### src/rtl/frame_seq_pkg.sv
// Shared encodings for the frame sequencer: FSM states, key indices and
// the grid-select width helper.
package frame_seq_pkg;

    typedef enum logic [3:0] {
        ST_WAIT_X    = 4'd0,
        ST_LOAD_X    = 4'd1,
        ST_WAIT_Y    = 4'd2,
        ST_LOAD_Y    = 4'd3,
        ST_WAIT_A    = 4'd4,
        ST_LOAD_A    = 4'd5,
        ST_START     = 4'd6,
        ST_WAIT      = 4'd7,
        ST_FRAME_END = 4'd8
    } state_t;

    localparam int unsigned KEY_X    = 0;
    localparam int unsigned KEY_Y    = 1;
    localparam int unsigned KEY_A    = 2;
    localparam int unsigned NUM_KEYS = 3;

    // Width of the stage index; never below one bit.
    function automatic int unsigned sel_w(input int unsigned n);
        return (n <= 2) ? 1 : $clog2(n);
    endfunction

endpackage

### src/rtl/frame_sequencer_key_edge_sync.sv
// Two-flop synchroniser for one active-low button plus a single-cycle
// press pulse on the synchronised 1->0 transition.
module key_edge_sync (
    input  logic clock,
    input  logic resetn,
    input  logic key_n,
    output logic press
);

    logic meta;
    logic sync;
    logic prev;

    always_ff @(posedge clock or negedge resetn) begin
        if (!resetn) begin
            meta <= 1'b1;
            sync <= 1'b1;
            prev <= 1'b1;
        end else begin
            meta <= key_n;
            sync <= meta;
            prev <= sync;
        end
    end

    assign press = prev & ~sync;

endmodule

### src/rtl/frame_sequencer.sv
// Pose capture and render-stage sequencer with per-stage start/done handshake.
// Optional stage watchdog enabled by defining FRAME_SEQ_TIMEOUT_EN.
module frame_sequencer
    import frame_seq_pkg::*;
#(
    parameter int unsigned NUM_STAGES = 3,
    parameter int unsigned DATA_W     = 14,
    parameter int unsigned X_W        = 14,
    parameter int unsigned Y_W        = 13,
    parameter int unsigned ANGLE_W    = 8
`ifdef FRAME_SEQ_TIMEOUT_EN
    ,
    parameter int unsigned TIMEOUT_W  = 20
`endif
) (
    input  logic                             clock,
    input  logic                             resetn,
    input  logic [DATA_W-1:0]                data,
    input  logic [2:0]                       key_n,
    input  logic                             continuous,
    input  logic                             abort,
    input  logic [NUM_STAGES-1:0]            stage_done,
    output logic [NUM_STAGES-1:0]            stage_start,
    output logic [sel_w(NUM_STAGES)-1:0]     grid_access,
    output logic [X_W-1:0]                   pos_x,
    output logic [Y_W-1:0]                   pos_y,
    output logic [ANGLE_W-1:0]               angle,
    output logic                             busy,
    output logic                             frame_done,
    output logic [7:0]                       frame_count,
    output logic                             timeout_err
);

    localparam int unsigned SEL_W = sel_w(NUM_STAGES);
    localparam logic [SEL_W-1:0] LAST_IDX = SEL_W'(NUM_STAGES - 1);

    logic [NUM_KEYS-1:0] press;
    state_t              state;
    logic [SEL_W-1:0]    idx;
    logic                wd_fire;

    for (genvar k = 0; k < NUM_KEYS; k++) begin : gen_key
        key_edge_sync u_sync (
            .clock  (clock),
            .resetn (resetn),
            .key_n  (key_n[k]),
            .press  (press[k])
        );
    end

`ifdef FRAME_SEQ_TIMEOUT_EN
    localparam logic [TIMEOUT_W-1:0] WD_LAST = ~TIMEOUT_W'(1);

    logic [TIMEOUT_W-1:0] wd_cnt;

    // Fires on the WAIT cycle that would take the counter to all-ones; a done wins.
    assign wd_fire = (state == ST_WAIT) && (wd_cnt == WD_LAST) && !stage_done[idx];

    always_ff @(posedge clock or negedge resetn) begin
        if (!resetn) begin
            wd_cnt      <= '0;
            timeout_err <= 1'b0;
        end else begin
            if (state == ST_START) begin
                wd_cnt <= '0;
            end else if (state == ST_WAIT) begin
                wd_cnt <= wd_cnt + 1'b1;
            end
            if (wd_fire) begin
                timeout_err <= 1'b1;
            end
        end
    end
`else
    assign wd_fire     = 1'b0;
    assign timeout_err = 1'b0;
`endif

    always_ff @(posedge clock or negedge resetn) begin
        if (!resetn) begin
            state       <= ST_WAIT_X;
            idx         <= '0;
            pos_x       <= '0;
            pos_y       <= '0;
            angle       <= '0;
            stage_start <= '0;
            grid_access <= '0;
            busy        <= 1'b0;
            frame_done  <= 1'b0;
            frame_count <= '0;
        end else begin
            stage_start <= '0;
            frame_done  <= 1'b0;
            // Outputs are set on the transition into each state so they are registered.
            if ((abort && (state != ST_WAIT_X)) || wd_fire) begin
                state       <= ST_WAIT_X;
                idx         <= '0;
                grid_access <= '0;
                busy        <= 1'b0;
            end else begin
                unique case (state)
                    ST_WAIT_X: if (press[KEY_X]) state <= ST_LOAD_X;
                    ST_LOAD_X: begin
                        pos_x <= data[X_W-1:0];
                        state <= ST_WAIT_Y;
                    end
                    ST_WAIT_Y: if (press[KEY_Y]) state <= ST_LOAD_Y;
                    ST_LOAD_Y: begin
                        pos_y <= data[Y_W-1:0];
                        state <= ST_WAIT_A;
                    end
                    ST_WAIT_A: if (press[KEY_A]) state <= ST_LOAD_A;
                    ST_LOAD_A: begin
                        angle       <= data[ANGLE_W-1:0];
                        state       <= ST_START;
                        idx         <= '0;
                        grid_access <= '0;
                        stage_start <= NUM_STAGES'(1);
                        busy        <= 1'b1;
                    end
                    ST_START: state <= ST_WAIT;
                    ST_WAIT: begin
                        if (stage_done[idx]) begin
                            if (idx == LAST_IDX) begin
                                state       <= ST_FRAME_END;
                                frame_done  <= 1'b1;
                                grid_access <= '0;
                            end else begin
                                state       <= ST_START;
                                idx         <= idx + 1'b1;
                                grid_access <= idx + 1'b1;
                                stage_start <= NUM_STAGES'(1) << (idx + 1'b1);
                            end
                        end
                    end
                    ST_FRAME_END: begin
                        frame_count <= frame_count + 1'b1;
                        idx         <= '0;
                        grid_access <= '0;
                        if (continuous) begin
                            state       <= ST_START;
                            stage_start <= NUM_STAGES'(1);
                        end else begin
                            state <= ST_WAIT_X;
                            busy  <= 1'b0;
                        end
                    end
                    default: begin
                        state       <= ST_WAIT_X;
                        idx         <= '0;
                        grid_access <= '0;
                        busy        <= 1'b0;
                    end
                endcase
            end
        end
    end

endmodule
### config.mk
export PLATFORM = sky130hd
export DESIGN_NAME = frame_sequencer
export DESIGN_NICKNAME = d
export VERILOG_FILES = /design/src/rtl/frame_seq_pkg.sv /design/src/rtl/frame_sequencer_key_edge_sync.sv /design/src/rtl/frame_sequencer.sv
export SDC_FILE = /design/constraint.sdc
export NUM_CORES = 1
export LEC_CHECK = 0
export CELL_PAD_IN_SITES_DETAIL_PLACEMENT = 1
export CELL_PAD_IN_SITES_GLOBAL_PLACEMENT = 1
export CORE_AREA = 2 2 85 95
export DETAILED_ROUTE_END_ITERATION = 12
export DIE_AREA = 0 0 87 97
export PLACE_DENSITY = 0.84
export SLEW_MARGIN = 20
export SYNTH_ARGS = -nofsm -noshare
export SYNTH_HDL_FRONTEND = slang
export SYNTH_SLANG_ARGS = --single-unit
### constraint.sdc
create_clock -name clock -period 2.23 [get_ports clock]
set_input_delay 0.223 -clock clock [delete_from_list [all_inputs] [get_ports clock]]
set_output_delay 0.223 -clock clock [all_outputs]
set_load 0.02 [all_outputs]
==> metrics.md, run 1 <==
| Metric | Value |
|---|---|
| Post-synth EDFFs | 0 |
| Core Area | ~0.0074 mm^2 |
| Post-Syn Area per Cell | between 10 and 15 um^2 |
| Worst vdd ir | just under 700 uV |
| Outcome | finished clean |
| Final Cycle Share | about nine tenths |
| Hpwl dp | slightly below 5000 um |
| Die Ht | about 97 um |
| Initial core utilization | 37.4% |
| Worst path required time | ~2.5 ns |
| Yosys cell types | 45 |
| Worst Setup End Kind | register |
| Hold Path Cell Cnt | 1 |
| Clock Skew | 0.0102 ns |
| Mapped Area | 0.00277 mm^2 |
| GP Congestion | slightly above 0.8 |
| Clock H-tree levels | 3 |
| Initial antenna violation count | 0 |
| Routed Wire Length | between 6000 and 7000 um |
| Filler instances | ~750 |
| Vias in the first global route | ~2200 |
| Hold Startpoint | key_n[1] |
| Yosys warnings | 0 |
| DR vias/cell | slightly above 5 |
| GRT overflow | 0 |
| WL/cell | 17.6 um |
| Fraction of the yosys area taken by sequential cells | between 50% and 60% |
| RSZ-0062 raised after global routing | no |
| Area of the multi-input gates | roughly 0.0010 mm^2 |
| Final Hold Vio Count | 0 |
| Crit Path Class | register to register |
| Worst Path Max Fanout | 6 |
| Max incr delay on CP | 0.56 ns |
| Final Util | 51.3% |
| I/O pins | 75 |
| Post-CTS Repair Setup Buffers | 0 |
| Min-Delay Path Class | primary input to register |
| TritonRoute pass-1 iters | 5 |
| CP bufs+invs | 2 |
| Via count | roughly 2000 |
| Total GRT Usage | around 17% |
| Die width | between 80 and 90 um |
| FFs w/ async S/R, synth | 100% |
| Leakage | ~1.7 nW |
| Antenna viol nets, final | 0 |
| DR DRC count | 0 |
| Clock Sinks | 65 |
| Root Buffer | clkbuf_8 |
| Largest net degree at the start of global routing | 38 |
| Startpoint types | register |
| TritonCTS clock tree | built |
| Total Nets Final | about 320 |
| CTS Buffer Depth | 2 |
| First-pass GRT wire length | between 10000 and 15000 um |
| CTS resizes | 0 |
| Hold Path Sink | gen_key[1].u_sync.meta$_DFF_PN1_ |
| WP data arrival | approximately 2.3 ns |
| Max-Cap Viols | 0 |
| Cell mode on critical path | inv_1 |
| Syn Nets | approximately 240 |
| Crit path max-delay family | simple AND/OR/NAND/NOR gates |
| Hold Buf Count CTS | 1 |
| Slew @ Worst Pin | slightly below 0.7 ns |
| Slew headroom | about 54% |
| I/O Buffers | between 70 and 80 |
| Final setup violation count | 0 |
| Top FF cell, synth | dfrtp_1 |
| Setup TNS | 0 ns |
| Register bit total from synthesis | 65 |
| Minimum clock period | ~2 ns |
| Num CTS Buffers | 9 |
| Clock transition at the registers of the reported paths | roughly 0.070 ns |
| Reg-to-Reg End | idx[1]$_DFFE_PN0P_ |
| Power after layout | a little over 4 mW |
| Placed Area | ~0.0036 mm^2 |
| Total power divided by cell area | roughly 1100 mW/mm^2 |
| Design Area, Final | between 0.003 and 0.004 mm^2 |
| CP Cell Sequence | inv_1, ha_1, inv_1, or4_1, a21oi_1, a22o_1 |
| Cell Rows | 33 |
| # diodes | 0 |
| Worst R2R Path Depth | 6 |
| Final hold slack | 0.286 ns |
| Post-Syn Instances | 208 |
| Iter 0 DRT Violations | ~70 |
| Synth-to-layout area growth | 37.1% |
| Die area | 0.00844 mm^2 |
| Slowest CP cell | or4_1 |
| Worst skew pair latency | 0.34 ns |
| FMAX | ~500 MHz |
| Slew Limit Fails | 0 |
| R2R Path Start | idx[0]$_DFFE_PN0P_ |
| Worst R2R Setup Slack | just under 0.2 ns |
| Layout cells sized above 1 | around 19% |
| Register area | 0.00164 mm^2 |
==> routing by layer <==
layer  vias to the layer above  track usage [%]  part of all wire, %
met1                      1001             19.6                   38
li1                        901                -                    -
met3                        14             6.74                  7.1
met5                         -                0                    0
met2                        66             28.2                   53
met4                         0             8.89                  2.0
==> state kept, by name, indices dropped and copies added, names as in the netlist <==
name                 count
gen_key.u_sync.prev      3
pos_x                   14
frame_count              8
grid_access              2
gen_key.u_sync.sync      3
gen_key.u_sync.meta      3
pos_y                   13
frame_done               1
busy                     1
stage_start              3
state                    4
angle                    8
idx                      2
==> power by group <==
group	internal (mW)	switching, mW
logic	0.766	0.737
clock network	0.407	0.472
registers	1.47	0.208
==> stage by stage <==
stage / worst slack, ns / std cells
3_5_place_dp: 0.250 / 366
4_1_cts: 0.174 / 383
6_report: 0.194 / 383
5_1_grt: 0.0851 / 383
2_1_floorplan: 0.512 / 208
3_3_place_gp: 0.257 / 366
==> area by class of cell <==
class	count	area share (%)
repair buffers	82	21.3
clock inverters	6	1.19
clock buffers	10	3.37
flip-flops and latches	65	43.2
inverters	6	0.594
well taps	87	2.87
multi-input cells	127	27.5
==> cell families (layout without fill, tap and decap cells) <==
kind of cell / count (synthesis) / after routing / share of synthesized area (%)
AOI/OAI and AO/OA: 25 / 25 / 6.15
xor gates and xnor gates: 7 / 7 / 2.22
adders and majority gates: 7 / 7 / 3.17
buffers and inverters: 16 / 104 / 3.12
DFF: 65 / 65 / 59.2
muxes: 41 / 41 / 16.5
other: 1 / 1 / 0.136
and+or+nand+nor: 46 / 46 / 9.50
==> layout by cell type, fill, tap and decap left out, types with 3 or more instances in the layout <==
cell,Yosys,layout
mux2_1,20,20
nor3_1,3,3
mux2_2,17,17
ha_1,7,7
nand2b_1,5,5
nand3_1,6,6
o21ai_0,4,4
inv_1,4,4
mux2i_1,4,4
clkbuf_8,0,9
a21oi_1,6,6
nand4_1,3,3
dfstp_2,9,9
buf_4,2,7
nor2_1,5,5
nand2_1,8,8
clkinv_4,0,4
xnor2_1,5,5
dfrtp_1,56,56
clkdlybuf4s50_1,0,72
and3_1,7,7
==> how the worst max path moves through the flow <==
stage                       start                    to  slack [ns]  cells after the start
2_1_floorplan  idx[0]$_DFFE_PN0P_    idx[0]$_DFFE_PN0P_        0.51                      6
3_3_place_gp                abort  pos_y[8]$_DFFE_PN0P_        0.26                      4
3_5_place_dp                abort  pos_y[6]$_DFFE_PN0P_        0.25                      4
4_1_cts        idx[0]$_DFFE_PN0P_    idx[1]$_DFFE_PN0P_        0.17                      6
5_1_grt        idx[0]$_DFFE_PN0P_    idx[1]$_DFFE_PN0P_        0.09                      6
6_report       idx[0]$_DFFE_PN0P_    idx[1]$_DFFE_PN0P_        0.19                      6
==> synthesized netlist by cell type (2+ instances only) <==
library cell | instances | share of area [%]
dfrtp_1 | 56 | 51
mux2_1 | 20 | 8.1
mux2_2 | 17 | 6.9
dfstp_2 | 9 | 8.5
nand2_1 | 8 | 1.1
and3_1 | 7 | 1.6
ha_1 | 7 | 3.2
a21oi_1 | 6 | 1.1
nand3_1 | 6 | 1.1
nand2b_1 | 5 | 1.1
nor2_1 | 5 | 0.68
xnor2_1 | 5 | 1.6
inv_1 | 4 | 0.54
mux2i_1 | 4 | 1.4
o21ai_0 | 4 | 0.72
buf_2 | 3 | 0.54
clkbuf_1 | 3 | 0.41
nand4_1 | 3 | 0.68
nor3_1 | 3 | 0.54
a31oi_1 | 2 | 0.45
buf_4 | 2 | 0.54
buf_6 | 2 | 0.81
inv_2 | 2 | 0.27
nor2b_1 | 2 | 0.45
nor3_2 | 2 | 0.72
xor2_1 | 2 | 0.63
==> worst reg2reg max path, delay by kind of cell (launching register included) <==
kind,cells,cell delay [ns]
AO/OA/AOI/OAI,2,0.39
adder cells (fa/ha/maj),1,0.27
buffers and inverters,2,0.32
flip-flops,1,0.43
AND/OR/NAND/NOR,1,0.56
(Power assumes the default switching activity.)
==> run 2, diff against run 1 <==
--- a/config.mk
+++ b/config.mk
@@ -8,6 +8,7 @@
 export CELL_PAD_IN_SITES_DETAIL_PLACEMENT = 1
 export CELL_PAD_IN_SITES_GLOBAL_PLACEMENT = 1
 export CORE_AREA = 2 2 85 95
+export CTS_CLUSTER_SIZE = 16
 export DETAILED_ROUTE_END_ITERATION = 12
 export DIE_AREA = 0 0 87 97
 export PLACE_DENSITY = 0.84
==> results of run 2 <==
No change in the layout: final DEF, timing and power equal those of run 1.
==> run 3, diff against run 2 <==
--- a/config.mk
+++ b/config.mk
@@ -5,6 +5,7 @@
 export SDC_FILE = /design/constraint.sdc
 export NUM_CORES = 1
 export LEC_CHECK = 0
+export ABC_CLOCK_PERIOD_IN_PS = 2230
 export CELL_PAD_IN_SITES_DETAIL_PLACEMENT = 1
 export CELL_PAD_IN_SITES_GLOBAL_PLACEMENT = 1
 export CORE_AREA = 2 2 85 95
==> results of run 3 <==
No change in the layout: final DEF, timing and power equal those of run 1.
